==> src/rtl/uart_cmd_pkg.sv <==
// Command codes, master FSM encoding and read/write command decode shared by the UART command master.
package uart_cmd_pkg;

  localparam logic [7:0] CMD_SYS_RESET = 8'h10;
  localparam logic [7:0] CMD_SYS_START = 8'h11;
  localparam logic [7:0] CMD_SYS_STOP  = 8'h12;
  localparam logic [7:0] CMD_SYS_CLEAR = 8'h13;
  // Banked commands: the low three bits select one of eight targets.
  localparam logic [7:0] CMD_RD_REG    = 8'h20;
  localparam logic [7:0] CMD_WR_REG    = 8'h30;
  localparam logic [7:0] CMD_WR_MEM    = 8'h40;
  localparam logic [7:0] CMD_RD_MEM    = 8'h50;

  typedef enum logic [2:0] {
    ST_IDLE,
    ST_SEND_CMD,
    ST_SEND_DATA,
    ST_WAIT_RSP,
    ST_DONE
  } state_t;

  function automatic logic is_read(input logic [7:0] cmd);
    return (cmd[7:3] == CMD_RD_REG[7:3]) || (cmd[7:3] == CMD_RD_MEM[7:3]);
  endfunction

endpackage

==> src/rtl/uart_byte_phy.sv <==
// 8N1 byte serializer/deserializer; tx_busy drops in the last stop-bit cycle so a new byte follows gaplessly.
// RX: two-flop sync, start-bit recheck at midpoint, rx_valid pulses at the stop-bit midpoint with rx_ferr.
module uart_byte_phy #(
  parameter int CLKS_PER_BIT = 434
) (
  input  logic       sys_clk,
  input  logic       sys_rst_n,
  input  logic       tx_start,
  input  logic [7:0] tx_byte,
  output logic       tx_busy,
  output logic       uart_txd,
  input  logic       uart_rxd,
  output logic       rx_valid,
  output logic [7:0] rx_byte,
  output logic       rx_ferr
);

  localparam int CW = (CLKS_PER_BIT > 1) ? $clog2(CLKS_PER_BIT) : 1;
  localparam logic [CW-1:0] BIT_LAST = CW'(CLKS_PER_BIT - 1);
  localparam logic [CW-1:0] BIT_MID  = CW'(CLKS_PER_BIT / 2 - 1);

  logic          tx_active;
  logic [CW-1:0] tx_clk;
  logic [3:0]    tx_bit;
  logic [9:0]    tx_frame;
  logic          tx_last;

  assign tx_last  = tx_active && (tx_bit == 4'd9) && (tx_clk == BIT_LAST);
  assign tx_busy  = tx_active && !tx_last;
  assign uart_txd = tx_active ? tx_frame[0] : 1'b1;

  always_ff @(posedge sys_clk or negedge sys_rst_n) begin
    if (!sys_rst_n) begin
      tx_active <= 1'b0;
      tx_clk    <= '0;
      tx_bit    <= '0;
      tx_frame  <= '0;
    end else if (tx_start && !tx_busy) begin
      tx_active <= 1'b1;
      tx_clk    <= '0;
      tx_bit    <= '0;
      tx_frame  <= {1'b1, tx_byte, 1'b0};
    end else if (tx_active) begin
      if (tx_clk == BIT_LAST) begin
        tx_clk   <= '0;
        tx_frame <= {1'b1, tx_frame[9:1]};
        if (tx_bit == 4'd9) tx_active <= 1'b0;
        else                tx_bit    <= tx_bit + 4'd1;
      end else begin
        tx_clk <= tx_clk + CW'(1);
      end
    end
  end

  logic          rx_s1, rx_s2, rx_s3;
  logic          rx_active;
  logic [CW-1:0] rx_clk;
  logic [3:0]    rx_bit;
  logic [7:0]    rx_sh;

  always_ff @(posedge sys_clk or negedge sys_rst_n) begin
    if (!sys_rst_n) begin
      rx_s1     <= 1'b1;
      rx_s2     <= 1'b1;
      rx_s3     <= 1'b1;
      rx_active <= 1'b0;
      rx_clk    <= '0;
      rx_bit    <= '0;
      rx_sh     <= '0;
      rx_valid  <= 1'b0;
      rx_byte   <= '0;
      rx_ferr   <= 1'b0;
    end else begin
      rx_s1    <= uart_rxd;
      rx_s2    <= rx_s1;
      rx_s3    <= rx_s2;
      rx_valid <= 1'b0;
      if (!rx_active) begin
        if (rx_s3 && !rx_s2) begin
          rx_active <= 1'b1;
          rx_clk    <= '0;
          rx_bit    <= '0;
        end
      end else begin
        rx_clk <= (rx_clk == BIT_LAST) ? '0 : rx_clk + CW'(1);
        if (rx_clk == BIT_MID) begin
          if (rx_bit == 4'd0) begin
            // Line back high at the start-bit midpoint: treat as a glitch.
            if (rx_s2) rx_active <= 1'b0;
            else       rx_bit    <= 4'd1;
          end else if (rx_bit == 4'd9) begin
            rx_valid  <= 1'b1;
            rx_ferr   <= !rx_s2;
            rx_byte   <= rx_sh;
            rx_active <= 1'b0;
          end else begin
            rx_sh  <= {rx_s2, rx_sh[7:1]};
            rx_bit <= rx_bit + 4'd1;
          end
        end
      end
    end
  end

endmodule

==> src/rtl/uart_cmd_master.sv <==
// Sends a command byte and a data byte over UART, waits for one reply byte on reads, then pulses rsp_valid.
// Write latency 20*CLKS_PER_BIT+2 cycles; req_ready only in IDLE. UART_CMD_MASTER_TIMEOUT_EN bounds the reply wait.
module uart_cmd_master
  import uart_cmd_pkg::*;
#(
  parameter int CLKS_PER_BIT   = 434,
  parameter int TIMEOUT_CYCLES = 65535
) (
  input  logic       sys_clk,
  input  logic       sys_rst_n,
  input  logic       req_valid,
  output logic       req_ready,
  input  logic [7:0] req_cmd,
  input  logic [7:0] req_data,
  output logic       rsp_valid,
  output logic [7:0] rsp_data,
  output logic       rsp_err,
  output logic       uart_txd,
  input  logic       uart_rxd
);

  if (TIMEOUT_CYCLES < 1) begin : g_bad_timeout
    $error("TIMEOUT_CYCLES must be at least 1");
  end

  state_t     state, state_nxt;
  logic       armed;
  logic [7:0] cmd_q, data_q;
  logic       data_sent;
  logic [7:0] done_data, res_data;
  logic       done_err, res_err;
  logic       tx_start, tx_busy;
  logic [7:0] tx_byte;
  logic       rx_valid, rx_ferr;
  logic [7:0] rx_byte;

  uart_byte_phy #(.CLKS_PER_BIT(CLKS_PER_BIT)) u_phy (
    .sys_clk  (sys_clk),
    .sys_rst_n(sys_rst_n),
    .tx_start (tx_start),
    .tx_byte  (tx_byte),
    .tx_busy  (tx_busy),
    .uart_txd (uart_txd),
    .uart_rxd (uart_rxd),
    .rx_valid (rx_valid),
    .rx_byte  (rx_byte),
    .rx_ferr  (rx_ferr)
  );

`ifdef UART_CMD_MASTER_TIMEOUT_EN
  localparam int TW = $clog2(TIMEOUT_CYCLES + 1);
  logic [TW-1:0] to_cnt;
  logic          to_hit;
  assign to_hit = (to_cnt == TW'(TIMEOUT_CYCLES - 1));
  always_ff @(posedge sys_clk or negedge sys_rst_n) begin
    if (!sys_rst_n)               to_cnt <= '0;
    else if (state == ST_WAIT_RSP) to_cnt <= to_cnt + TW'(1);
    else                           to_cnt <= '0;
  end
`endif

  always_ff @(posedge sys_clk or negedge sys_rst_n) begin
    if (!sys_rst_n) state <= ST_IDLE;
    else            state <= state_nxt;
  end

  always_comb begin
    state_nxt = state;
    done_data = 8'h00;
    done_err  = 1'b0;
    case (state)
      ST_IDLE: begin
        if (req_valid && req_ready) begin
          if (req_cmd == 8'h00) begin
            state_nxt = ST_DONE;
            done_err  = 1'b1;
          end else begin
            state_nxt = ST_SEND_CMD;
          end
        end
      end
      ST_SEND_CMD:  if (!tx_busy) state_nxt = ST_SEND_DATA;
      ST_SEND_DATA: begin
        // The data byte is on the line once data_sent is set; leave in its final stop-bit cycle.
        if (data_sent && !tx_busy) state_nxt = is_read(cmd_q) ? ST_WAIT_RSP : ST_DONE;
      end
      ST_WAIT_RSP: begin
        if (rx_valid) begin
          state_nxt = ST_DONE;
          done_data = rx_ferr ? 8'h00 : rx_byte;
          done_err  = rx_ferr;
        end
`ifdef UART_CMD_MASTER_TIMEOUT_EN
        else if (to_hit) begin
          state_nxt = ST_DONE;
          done_err  = 1'b1;
        end
`endif
      end
      ST_DONE:  state_nxt = ST_IDLE;
      default:  state_nxt = ST_IDLE;
    endcase
  end

  always_comb begin
    req_ready = armed && (state == ST_IDLE);
    tx_start  = 1'b0;
    tx_byte   = data_q;
    if (state == ST_SEND_CMD) begin
      tx_start = !tx_busy;
      tx_byte  = cmd_q;
    end else if (state == ST_SEND_DATA) begin
      tx_start = !data_sent && !tx_busy;
    end
  end

  always_ff @(posedge sys_clk or negedge sys_rst_n) begin
    if (!sys_rst_n) begin
      armed     <= 1'b0;
      cmd_q     <= '0;
      data_q    <= '0;
      data_sent <= 1'b0;
      res_data  <= '0;
      res_err   <= 1'b0;
      rsp_valid <= 1'b0;
      rsp_data  <= '0;
      rsp_err   <= 1'b0;
    end else begin
      armed     <= 1'b1;
      data_sent <= (state == ST_SEND_DATA) && (data_sent || tx_start);
      rsp_valid <= (state == ST_DONE);
      if (state == ST_IDLE && req_valid && req_ready) begin
        cmd_q  <= req_cmd;
        data_q <= req_data;
      end
      if (state_nxt == ST_DONE) begin
        res_data <= done_data;
        res_err  <= done_err;
      end
      if (state == ST_DONE) begin
        rsp_data <= res_data;
        rsp_err  <= res_err;
      end
    end
  end

endmodule

==> config.mk <==
export PLATFORM = sky130hd
export DESIGN_NAME = uart_cmd_master
export DESIGN_NICKNAME = d
export VERILOG_FILES = /design/src/rtl/uart_cmd_pkg.sv /design/src/rtl/uart_byte_phy.sv /design/src/rtl/uart_cmd_master.sv
export SDC_FILE = /design/constraint.sdc
export NUM_CORES = 1
export LEC_CHECK = 0
export CORE_MARGIN = 3
export CORE_UTILIZATION = 53
export CTS_CLUSTER_DIAMETER = 120
export CTS_CLUSTER_SIZE = 40
export DETAILED_ROUTE_END_ITERATION = 12
export HOLD_SLACK_MARGIN = 0.15
export PLACE_DENSITY = 0.76
export SETUP_SLACK_MARGIN = 0.2
export SYNTH_ARGS = -nofsm -noshare
export SYNTH_HDL_FRONTEND = slang
export SYNTH_SLANG_ARGS = --single-unit
==> constraint.sdc <==
create_clock -name sys_clk -period 2.1 [get_ports sys_clk]
set_input_delay 0.21 -clock sys_clk [delete_from_list [all_inputs] [get_ports sys_clk]]
set_output_delay 0.21 -clock sys_clk [all_outputs]
set_load 0.01 [all_outputs]
==> metrics.txt <==
outcome finished clean; Synth area leaders dfrtp_1 (53%), mux2_2 (10%), o21ai_0 (3.3%); Comb pwr share 0.252; critical path class reg -> reg; Lkg Pwr 2.44 nW; Hold Path Class in -> async; Row Count 33; clock slew at reported path FFs 110 ps; First DRT Iteration DRCs 110; grt ovf 0; Finished Cell Area roughly 5500 sq um; CP delay by family, top simple AND/OR/NAND/NOR gates; CP arrival roughly 2200 ps; Clock Tree Root clkbuf_8; post-synth top area share 0.529; critical path data required time approximately 2400 ps; # DRC 0; io pins 32; Sequential Power Share 0.497; startpoint types flop; flip-flop and latch count after synthesis 99; Placed Area 5090 sq um; clock sinks 99; CP bufs+invs 0; FFs w/ async S/R, synth 1.00; Fmax 0.518 GHz; routed vias 3,173; syn_area_per_cell 11.6 sq um; Starting Density 0.550; die area 9720 sq um; initial antenna violation count 0; worst setup margin 169 ps; die height 98.6 microns; core area 8260 sq um; sequential cell area fraction in the yosys report 0.546; hold slack 202 ps; synth unique cells between 50 and 60; CP Cell Sequence or4b_4 -> o31ai_4 -> and4b_2 -> nor2_4 -> a31o_1; Setup TNS Final 0 ps; fin nets 482; Slew headroom 0.606; # port buffers 31; all-layer global routing usage 0.190; CTS buffer count 9; most numerous cell in the Yosys netlist dfrtp_1; worst-path fanout max 5; Worst Tran Pin Value 588 ps; post-synth design cell area around 4500 sq um; Post-synth top cells dfrtp_1 (96), mux2_2 (41), nand2_1 (34); Final HPWL DP roughly 6000 microns; Final Cycle Share 0.919; largest net degree at the start of global routing 55; CP max stage delay a little under 600 ps; slowest CP cell or4b_4; layout filler cell count approximately 620; minimum clock period 1930 ps; Area growth, synth to finish 22.1%; wire per inst ~16 microns; count of final max-slew check failures 0; ys flop type dfrtp_1; via/cell ratio 5.65; Ys Warns 0; Switching Share 0.310; worst-case clock skew 12.3 ps; global-route wire length before repair 15,000 microns; Placed Cells between 500 and 600; Non-Filler Instances 562; area leader, netlist dfrtp_1; CTS tree done; Crit. End Element flop; share of cells above drive strength 1 0.287; Setup Viol. Count Final 0; sw power 1.64 mW; Max VDD drop 607 uV; max-cap viol count 0; pwr/cell area around 950 nW/um^2; gpl congestion 0.863; die width 98.6 microns; Post-Synthesis Cells 391; syn_nets between 400 and 500; Internal Power 3.65 mW; drt total wl 8810 microns; final hold violations 0; clk buf depth 2; RSZ-0062 raised after global routing true; Overall Power 5.29 mW; vias in the first global route 3,204; Post-synth EDFFs 0; diode count 0; post-place setup slack 96.9 ps; Routed Antenna Nets 0; clock network fraction of design power 0.252; Core Util, Final 0.671; first drt pass iteration count 4; Clock Latency Late Sink between 300 and 400 ps; H-Tree Depth 3
-- logic make-up after synthesis --
family	synth area share
buffers and inverters	0.0229
other	0.000826
adder cells (fa/ha/maj)	0.0275
multiplexers	0.124
flip-flops	0.546
XOR/XNOR	0.00193
AO/OA/AOI/OAI	0.136
AND/OR/NAND/NOR	0.141
-- power groups by stage --
stage                     combinational, mW  sequential [mW]  clock, mW
after floorplan                       0.821             2.56          0
after global routing                   1.47             2.67       1.45
after detailed placement               1.15             2.65          0
final                                  1.33             2.62       1.33
after global placement                 1.10             2.64          0
after CTS                              1.17             2.63       1.37
-- cells in the final DEF, fill, tap and decap left out, drive strengths merged, types with 5 or more instances in the layout --
master         Yosys  routed
dfrtp             96      96
mux2              41      41
nand2             34      34
buf                7      33
o21ai             31      31
clkdlybuf4s50      0      29
nor2              20      21
inv               10      14
nand3             13      13
nor3b             12      12
a21oi             11      11
mux2i             10      10
ha                10      10
o221a              9       9
clkbuf             8       9
nor2b              8       8
a31o               8       8
nand4              6       6
nand3b             5       5
nand2b             5       5
o31ai              5       5
-- metal layers --
metal,vias to the layer above,track usage,wire length [microns],share of wire
met2,50,0.319,4540,0.52
met3,6,0.0425,266,0.030
li1,1546,-,-,-
met5,-,0,0,0
met1,1571,0.246,3920,0.44
met4,0,0.0599,82,0.0093
-- final cells by class --
cell class                 count  area, sq um  area share
multi-input combinational    268         2090       0.377
clock inverter                 7          103      0.0185
clock buffer                   9          124      0.0223
inverter                      10         37.5     0.00677
timing repair buffer          64          577       0.104
sequential                    99         2480       0.448
tap                          105          131      0.0237
-- path summary, 6_finish.rpt --
check / startpoint / endpoint / slack [ps] / depth (start not counted)
worst min register to register: u_phy.rx_s1 / u_phy.rx_s2 / 360 / 0
worst max-delay path: u_phy.tx_clk[6] / res_data[0] / 170 / 5
max in group asynchronous: sys_rst_n / u_phy.tx_active / 1200 / 3
worst max register to register: u_phy.tx_clk[6] / res_data[0] / 170 / 5
min in group sys_clk: uart_rxd / u_phy.rx_s1 / 230 / 1
worst min-delay path: sys_rst_n / u_phy.tx_frame[9] / 200 / 2
-- timing repair --
action	4_1_cts	5_1_grt
endpoints found under the setup margin	30	51
gates resized for setup	10	21
setup buffers	4	12
hold buffers	1	0
cloned	1	1
pin swaps	3	3
endpoints found under the hold margin	96	0
-- registers in the layout, indices dropped and copies added, names as in the netlist, 3 cells and up --
signal / cells
u_phy.tx_frame: 10
u_phy.rx_clk: 9
u_phy.tx_clk: 9
cmd_q: 8
data_q: 8
res_data: 8
rsp_data: 8
u_phy.rx_byte: 8
u_phy.rx_sh: 8
u_phy.rx_bit: 4
u_phy.tx_bit: 4
state: 3
No activity file was read; power rests on OpenSTA's default activity.
